`config.mk`:
```
export PLATFORM = sky130hd
export DESIGN_NAME = pipe_hazard_ctrl
export DESIGN_NICKNAME = d
export VERILOG_FILES = /design/src/rtl/pipe_hazard_ctrl_pkg.sv /design/src/rtl/pipe_hazard_ctrl_hazard_match.sv /design/src/rtl/pipe_hazard_ctrl.sv
export SDC_FILE = /design/constraint.sdc
export NUM_CORES = 1
export LEC_CHECK = 0
export ABC_AREA = 1
export CORE_MARGIN = 10
export CORE_UTILIZATION = 51
export CTS_BUF_LIST = sky130_fd_sc_hd__clkbuf_4
export CTS_CLUSTER_SIZE = 12
export DETAILED_ROUTE_END_ITERATION = 7
export PLACE_DENSITY = 0.93
export SYNTH_ARGS = -nofsm -noshare
export SYNTH_HDL_FRONTEND = slang
export SYNTH_SLANG_ARGS = --single-unit
```
`constraint.sdc`:
```
create_clock -name clk -period 1.9 [get_ports clk]
set_input_delay 0.285 -clock clk [delete_from_list [all_inputs] [get_ports clk]]
set_output_delay 0.285 -clock clk [all_outputs]
set_load 0.1 [all_outputs]
```
`src/rtl/pipe_hazard_ctrl_pkg.sv`:
```
// Shared types for the pipeline hazard controller.
//   REG_INDEX_SIZE : width of an architectural register index (x0..x31)
//   reg_index_t    : register index type used on every index port
//   phc_state_e    : data-memory sequencer states (PHC_RUN / PHC_DWAIT)
package pipe_hazard_ctrl_pkg;

    localparam int REG_INDEX_SIZE = 5;

    typedef logic [REG_INDEX_SIZE-1:0] reg_index_t;

    typedef enum logic {
        PHC_RUN   = 1'b0,
        PHC_DWAIT = 1'b1
    } phc_state_e;

endpackage

```
`src/rtl/pipe_hazard_ctrl_hazard_match.sv`:
```
// Pure comparator: does a source operand of the ID instruction read the
// destination register of an older in-flight instruction?
//   rd_en_i / rd_index_i : older instruction writes rd_index_i
//   rs_en_i / rs_index_i : ID instruction reads rs_index_i
//   match_o              : 1 when both are enabled, indices equal, and rd != x0
module hazard_match
    import pipe_hazard_ctrl_pkg::*;
(
    input  logic       rd_en_i,
    input  reg_index_t rd_index_i,
    input  logic       rs_en_i,
    input  reg_index_t rs_index_i,
    output logic       match_o
);

    // x0 is hard-wired to zero, so a write to it never creates a dependency.
    assign match_o = (rd_index_i != '0) & (rs_index_i == rd_index_i) & rs_en_i & rd_en_i;

endmodule

```
`src/rtl/pipe_hazard_ctrl.sv`:
```
// Central stall/flush sequencer for the 5-stage pipeline (IF, ID, EX, MEM, WB).
// Detects load-use and branch-on-load hazards, sequences multi-cycle data
// memory accesses and fetch waits, discards wrong-path fetches after an ID
// redirect, and counts ID stall cycles.
//
// Ports:
//   clk, rst_n               : clock, asynchronous active-low reset
//   ctrl_id_*                : ID-stage instruction info (valid, jump/branch, sources)
//   ctrl_id2ex_* / ex2mem_*  : EX / MEM destination and load flag
//   ctrl_redirect_i          : ID resolved a taken jump/branch
//   ctrl_if_valid_i          : instruction memory delivers the fetch this cycle
//   ctrl_dmem_req_i/ready_i  : data memory access request / completion
//   ctrl_cnt_clr_i           : synchronous clear of the stall counter
//   ctrl_stall_*_o           : hold PC / if2id / id2ex / ex2mem
//   ctrl_flush_*_o           : load a bubble into if2id / id2ex / mem2wb
//   ctrl_pc_redirect_o       : PC takes the ID target this cycle
//   ctrl_stall_cnt_o         : saturating ID stall-cycle count
//   dbg_state_o, dbg_kill_pend_o : internal state for observation
//
// Data-memory handshake: ctrl_dmem_req_i is sampled only in PHC_RUN and starts
// an access; once in PHC_DWAIT, the access completes in the first cycle
// ctrl_dmem_ready_i is high, and the MEM instruction advances in that same
// cycle. Both inputs are ignored in the state where they carry no meaning.
module pipe_hazard_ctrl
    import pipe_hazard_ctrl_pkg::*;
#(
    parameter int CNT_W = 32
) (
    input  logic             clk,
    input  logic             rst_n,
    input  logic             ctrl_id_valid_i,
    input  logic             ctrl_inst_jump_i,
    input  logic             ctrl_inst_branch_i,
    input  logic             ctrl_id_rs1_en_i,
    input  logic             ctrl_id_rs2_en_i,
    input  reg_index_t       ctrl_id_rs1_index_i,
    input  reg_index_t       ctrl_id_rs2_index_i,
    input  logic             ctrl_id2ex_rd_en_i,
    input  reg_index_t       ctrl_id2ex_rd_index_i,
    input  logic             ctrl_id2ex_load_i,
    input  logic             ctrl_ex2mem_rd_en_i,
    input  reg_index_t       ctrl_ex2mem_rd_index_i,
    input  logic             ctrl_ex2mem_load_i,
    input  logic             ctrl_redirect_i,
    input  logic             ctrl_if_valid_i,
    input  logic             ctrl_dmem_req_i,
    input  logic             ctrl_dmem_ready_i,
    input  logic             ctrl_cnt_clr_i,
    output logic             ctrl_stall_if_o,
    output logic             ctrl_stall_id_o,
    output logic             ctrl_stall_ex_o,
    output logic             ctrl_stall_mem_o,
    output logic             ctrl_flush_if2id_o,
    output logic             ctrl_flush_id2ex_o,
    output logic             ctrl_flush_mem2wb_o,
    output logic             ctrl_pc_redirect_o,
    output logic [CNT_W-1:0] ctrl_stall_cnt_o,
    output phc_state_e       dbg_state_o,
    output logic             dbg_kill_pend_o
);

    phc_state_e       state_q, state_d;
    logic             kill_pend_q, kill_pend_d;
    logic [CNT_W-1:0] stall_cnt_q, stall_cnt_d;

    logic ex_rs1_match, ex_rs2_match, mem_rs1_match, mem_rs2_match;
    logic dstall, luhaz, brhaz, stall_id, kill_now, pc_redirect;

    hazard_match u_match_ex_rs1 (
        .rd_en_i   (ctrl_id2ex_rd_en_i),
        .rd_index_i(ctrl_id2ex_rd_index_i),
        .rs_en_i   (ctrl_id_rs1_en_i),
        .rs_index_i(ctrl_id_rs1_index_i),
        .match_o   (ex_rs1_match)
    );

    hazard_match u_match_ex_rs2 (
        .rd_en_i   (ctrl_id2ex_rd_en_i),
        .rd_index_i(ctrl_id2ex_rd_index_i),
        .rs_en_i   (ctrl_id_rs2_en_i),
        .rs_index_i(ctrl_id_rs2_index_i),
        .match_o   (ex_rs2_match)
    );

    hazard_match u_match_mem_rs1 (
        .rd_en_i   (ctrl_ex2mem_rd_en_i),
        .rd_index_i(ctrl_ex2mem_rd_index_i),
        .rs_en_i   (ctrl_id_rs1_en_i),
        .rs_index_i(ctrl_id_rs1_index_i),
        .match_o   (mem_rs1_match)
    );

    hazard_match u_match_mem_rs2 (
        .rd_en_i   (ctrl_ex2mem_rd_en_i),
        .rd_index_i(ctrl_ex2mem_rd_index_i),
        .rs_en_i   (ctrl_id_rs2_en_i),
        .rs_index_i(ctrl_id_rs2_index_i),
        .match_o   (mem_rs2_match)
    );

    always_comb begin
        // Registered memory: the request cycle itself is already a stall.
        dstall = (state_q == PHC_RUN) ? ctrl_dmem_req_i : ~ctrl_dmem_ready_i;

        luhaz = ctrl_id_valid_i & ctrl_id2ex_load_i & (ex_rs1_match | ex_rs2_match);

        // jal/jalr only read rs1; a conditional branch compares rs1 and rs2.
        brhaz = ctrl_id_valid_i & ctrl_ex2mem_load_i &
                (((ctrl_inst_jump_i | ctrl_inst_branch_i) & mem_rs1_match) |
                 (ctrl_inst_branch_i & mem_rs2_match));

        stall_id    = dstall | luhaz | brhaz;
        pc_redirect = ctrl_redirect_i & ctrl_id_valid_i & ~stall_id;
        kill_now    = kill_pend_q & ctrl_if_valid_i;

        ctrl_stall_mem_o    = dstall;
        ctrl_stall_ex_o     = dstall;
        ctrl_stall_id_o     = stall_id;
        ctrl_stall_if_o     = stall_id | ~ctrl_if_valid_i;
        ctrl_flush_mem2wb_o = dstall;
        // Under a memory stall id2ex is held, so no bubble is inserted there.
        ctrl_flush_id2ex_o  = ~dstall & (luhaz | brhaz);
        ctrl_flush_if2id_o  = ~stall_id & (pc_redirect | ~ctrl_if_valid_i | kill_now);
        ctrl_pc_redirect_o  = pc_redirect;

        state_d = state_q;
        case (state_q)
            PHC_RUN:   if (ctrl_dmem_req_i)   state_d = PHC_DWAIT;
            PHC_DWAIT: if (ctrl_dmem_ready_i) state_d = PHC_RUN;
            default:                          state_d = PHC_RUN;
        endcase

        // A redirect while the fetch is still outstanding leaves a wrong-path
        // instruction in flight; drop it when it arrives. Set wins over clear.
        kill_pend_d = kill_pend_q;
        if (pc_redirect & ~ctrl_if_valid_i) begin
            kill_pend_d = 1'b1;
        end else if (kill_now & ~stall_id) begin
            kill_pend_d = 1'b0;
        end

        stall_cnt_d = stall_cnt_q;
        if (ctrl_cnt_clr_i) begin
            stall_cnt_d = '0;
        end else if (stall_id & ~(&stall_cnt_q)) begin
            stall_cnt_d = stall_cnt_q + 1'b1;
        end
    end

    always_ff @(posedge clk or negedge rst_n) begin
        if (!rst_n) begin
            state_q     <= PHC_RUN;
            kill_pend_q <= 1'b0;
            stall_cnt_q <= '0;
        end else begin
            state_q     <= state_d;
            kill_pend_q <= kill_pend_d;
            stall_cnt_q <= stall_cnt_d;
        end
    end

    assign ctrl_stall_cnt_o = stall_cnt_q;
    assign dbg_state_o      = state_q;
    assign dbg_kill_pend_o  = kill_pend_q;

endmodule
```
==> results.sh <==
export IMPL_via_count=4047
export IMPL_ff_latch_area_um2=887
export IMPL_chipWidth_um=96.4
export IMPL_holdCritPathClass="in -> async"
export IMPL_syn_instance_count=508
export IMPL_clock_path_buffers=2
export IMPL_status="finished, violations left"
export IMPL_cp_startpoint="dbg_state_o"
export IMPL_pwr_density_cell_nw_per_um2=453
export IMPL_cpPeakStageDelay_ns=0.51
export IMPL_dp_hpwl_um=7910
export IMPL_synth_distinct_cells=26
export IMPL_drive_gt1_share_pct=27.6
export IMPL_core_area_um2=5570
export IMPL_cts_made_buffers=5
export IMPL_hold_ws_ns=0.310
export IMPL_wl_um=11800
export IMPL_wl_per_cell_um=17.2
export IMPL_grt_max_degree=65
export IMPL_grtUsageTotal_pct=23.6
export IMPL_relSlewSlack_pct=69.2
export IMPL_cp_start_kind="flop"
export IMPL_grt_pass1_vias=3724
export IMPL_maxCapViolCount=0
export IMPL_setup_slack_ns=-0.0648
export IMPL_io_pins=78
export IMPL_path_delay_family="flip-flops"
export IMPL_grt_pass1_wl_um=17800
export IMPL_antenna_found_initial=0
export IMPL_viasPerCell=5.91
export IMPL_avgSynthCellArea_um2=5.86
export IMPL_syn_to_final_growth_pct=51.6
export IMPL_dr_pass1_iters=8
export IMPL_skew_ns=0.0176
export IMPL_critical_path_class="reg -> out"
export IMPL_cts_tree="built"
export IMPL_rr_startpoint="ctrl_stall_cnt_o[0]"
export IMPL_p_total_mw=2.05
export IMPL_critPathMaxFanout=4
export IMPL_p_leak_nw=2.38
export IMPL_violations="setup timing"
export IMPL_yosysSeqAreaShare_pct=28.6
export IMPL_crit_arrival_ns=1.68
export IMPL_h_tree_depth=2
export IMPL_start_util_pct=53.4
export IMPL_holdBufCountCts=0
export IMPL_ys_warn_count=0
export IMPL_worst_pin_slew_ns=0.461
export IMPL_syn_nets=545
export IMPL_r2r_cells=11
export IMPL_multi_input_area_um2=1940
export IMPL_port_buffers=77
export IMPL_finalMaxSlewViolations=0
export IMPL_critPathSlowestCell="dfrtp_4"
export IMPL_worst_r2r_setup_slack_ns=-0.02
export IMPL_fin_nets=649
export IMPL_drt_iter0_drc=503
export IMPL_hold_viol=0
export IMPL_cts_root_buffer="clkbuf_4"
export IMPL_setup_violations_final=4
export IMPL_crit_path_end_kind="primary output"
export IMPL_drc=0
export IMPL_n_antenna_cell=0
export IMPL_grt_overflow=0
export IMPL_crit_end="ctrl_stall_if_o"
export IMPL_ys_ff_latch=34
export IMPL_worstPathCellList="inv_4 -> o21ai_4 -> inv_2 -> nand3_4 -> nor2_4 -> clkinvlp_4 -> buf_12"
export IMPL_dieHeight_um=96.4
export IMPL_num_rows=27
export IMPL_clock_sinks=34
export IMPL_drtAntennaViolNets=0
export IMPL_path_buf_inv=4
export IMPL_clkTransAtPathRegs_ns=0.13
export IMPL_n_fill_cell=337
export IMPL_insertion_delay_ns=0.39
export IMPL_synthesis_area_um2=2980
export IMPL_worstPathRequired_ns=1.62
export IMPL_r2r_end="ctrl_stall_cnt_o[31]"
export IMPL_die_area_um2=9300
export IMPL_place_ws_ns=-0.527
export IMPL_ir_drop_uv=399
export IMPL_cp_num_cells=7
export IMPL_grt_setup_unrepaired="yes"
export IMPL_gp_congestion=1.01
export IMPL_max_freq_ghz=0.509
export IMPL_period_needed_ns=1.96
export IMPL_period_share_pct=103
-- flip-flops by register name, summed over array words and instances (netlist names) --
register	flops
ctrl_stall_cnt_o	32
dbg_kill_pend_o	1
dbg_state_o	1
-- worst register-to-register path: stages, from the launching register on --
cell and delay [ns]:
dfrtp_4 0.45, buf_4 0.18, inv_1 0.13, nor2_1 0.24, nand2_1 0.22, nor2_4 0.20
nand2_1 0.09, nand2_1 0.07, nand2_1 0.05, inv_1 0.05, nand4_1 0.10, nand2_1 0.08
-- report_power, final --
group | internal [mW] | switching [mW]
combinational | 0.287 | 0.566
sequential | 0.743 | 0.0167
clock | 0.137 | 0.298
total | 1.17 | 0.880
-- how the worst min path moves through the flow --
stage / to / slack [ns] / depth (start not counted)
global placement: ctrl_stall_cnt_o[5] / 0.55 / 2
floorplan: ctrl_stall_cnt_o[10] / -0.01 / 0
global route: dbg_kill_pend_o / 0.34 / 2
detailed placement: ctrl_stall_cnt_o[13] / 0.57 / 2
finish: dbg_kill_pend_o / 0.31 / 2
CTS: dbg_kill_pend_o / 0.36 / 2
-- cells in the mapped netlist --
master / number / area share [%]
nor2_4: 1 / 0.38
a31oi_1: 1 / 0.21
a21oi_1: 2 / 0.34
nor3_1: 1 / 0.17
inv_2: 1 / 0.13
xor2_1: 8 / 2.4
o21ai_0: 3 / 0.50
nand2_2: 1 / 0.21
buf_1: 3 / 0.38
o21a_1: 1 / 0.25
nor3_4: 1 / 0.55
buf_6: 3 / 1.1
ha_1: 1 / 0.42
nor2_1: 72 / 9.1
buf_4: 2 / 0.50
nand2_1: 189 / 24
nand4_1: 37 / 7.8
inv_1: 76 / 9.6
nand3_1: 51 / 8.6
nand3_2: 2 / 0.67
nand2_4: 1 / 0.38
xnor2_1: 7 / 2.1
buf_2: 4 / 0.67
clkbuf_1: 5 / 0.63
dfrtp_1: 34 / 29
nand4_4: 1 / 0.71
-- final cells by class --
class	instances	area share, %
clock buffer	5	0.831
clock inverter	3	0.360
inverter	77	6.54
multi-input combinational	381	43.0
sequential	34	19.6
tap	72	1.99
timing repair buffer	113	27.6
-- through the flow --
stage | utilization [%] | cells | TNS (ns) | cell area (um^2)
3_3_place_gp | 76.0 | 663 | -14.43 | 4240
5_1_grt | 81.0 | 685 | -1.12 | 4520
4_1_cts | 77.9 | 675 | -0.0534 | 4340
3_5_place_dp | 76.0 | 663 | -17.66 | 4240
6_report | 81.0 | 685 | -0.116 | 4520
2_1_floorplan | - | 508 | -8.05 | 3150
-- metal layers --
layer / global-route usage [%] / wire [um] / vias up
li1: - / - / 1796
met1: 26.9 / 4060 / 1818
met2: 39.2 / 5550 / 337
met3: 7.79 / 1440 / 96
met4: 10.9 / 705 / 0
met5: 0 / 0 / -
-- logic make-up (layout without fill, tap and decap cells) --
logic type      after synthesis  count (layout)  synth area share, %
simple gates                357             358                 52.3
buf+inv                      94             198                 13.0
flops                        34              34                 28.6
xor+xnor                     15              15                 4.41
compound gates                7               7                 1.30
fa+ha+maj                     1               1                0.420
-- cell usage in the layout, fill, tap and decap left out, drive strengths merged, types with 3 or more instances in the layout --
cell           instances
buf                   77
o21ai                  3
nand4                 38
dlygate4sd2            3
nand2                192
nor2                  73
dfrtp                 34
nand3                 53
clkdlybuf4s50         10
inv                   76
xor2                   8
clkdlybuf4s15         11
xnor2                  7
clkbuf                15
-- repair_timing --
item / CTS / global route
gates cloned: 0 / 2
pin swaps: 12 / 20
setup buffers: 5 / 8
endpoints found under the setup margin: 37 / 37
resized for setup: 41 / 58
(Power assumes the default switching activity.)
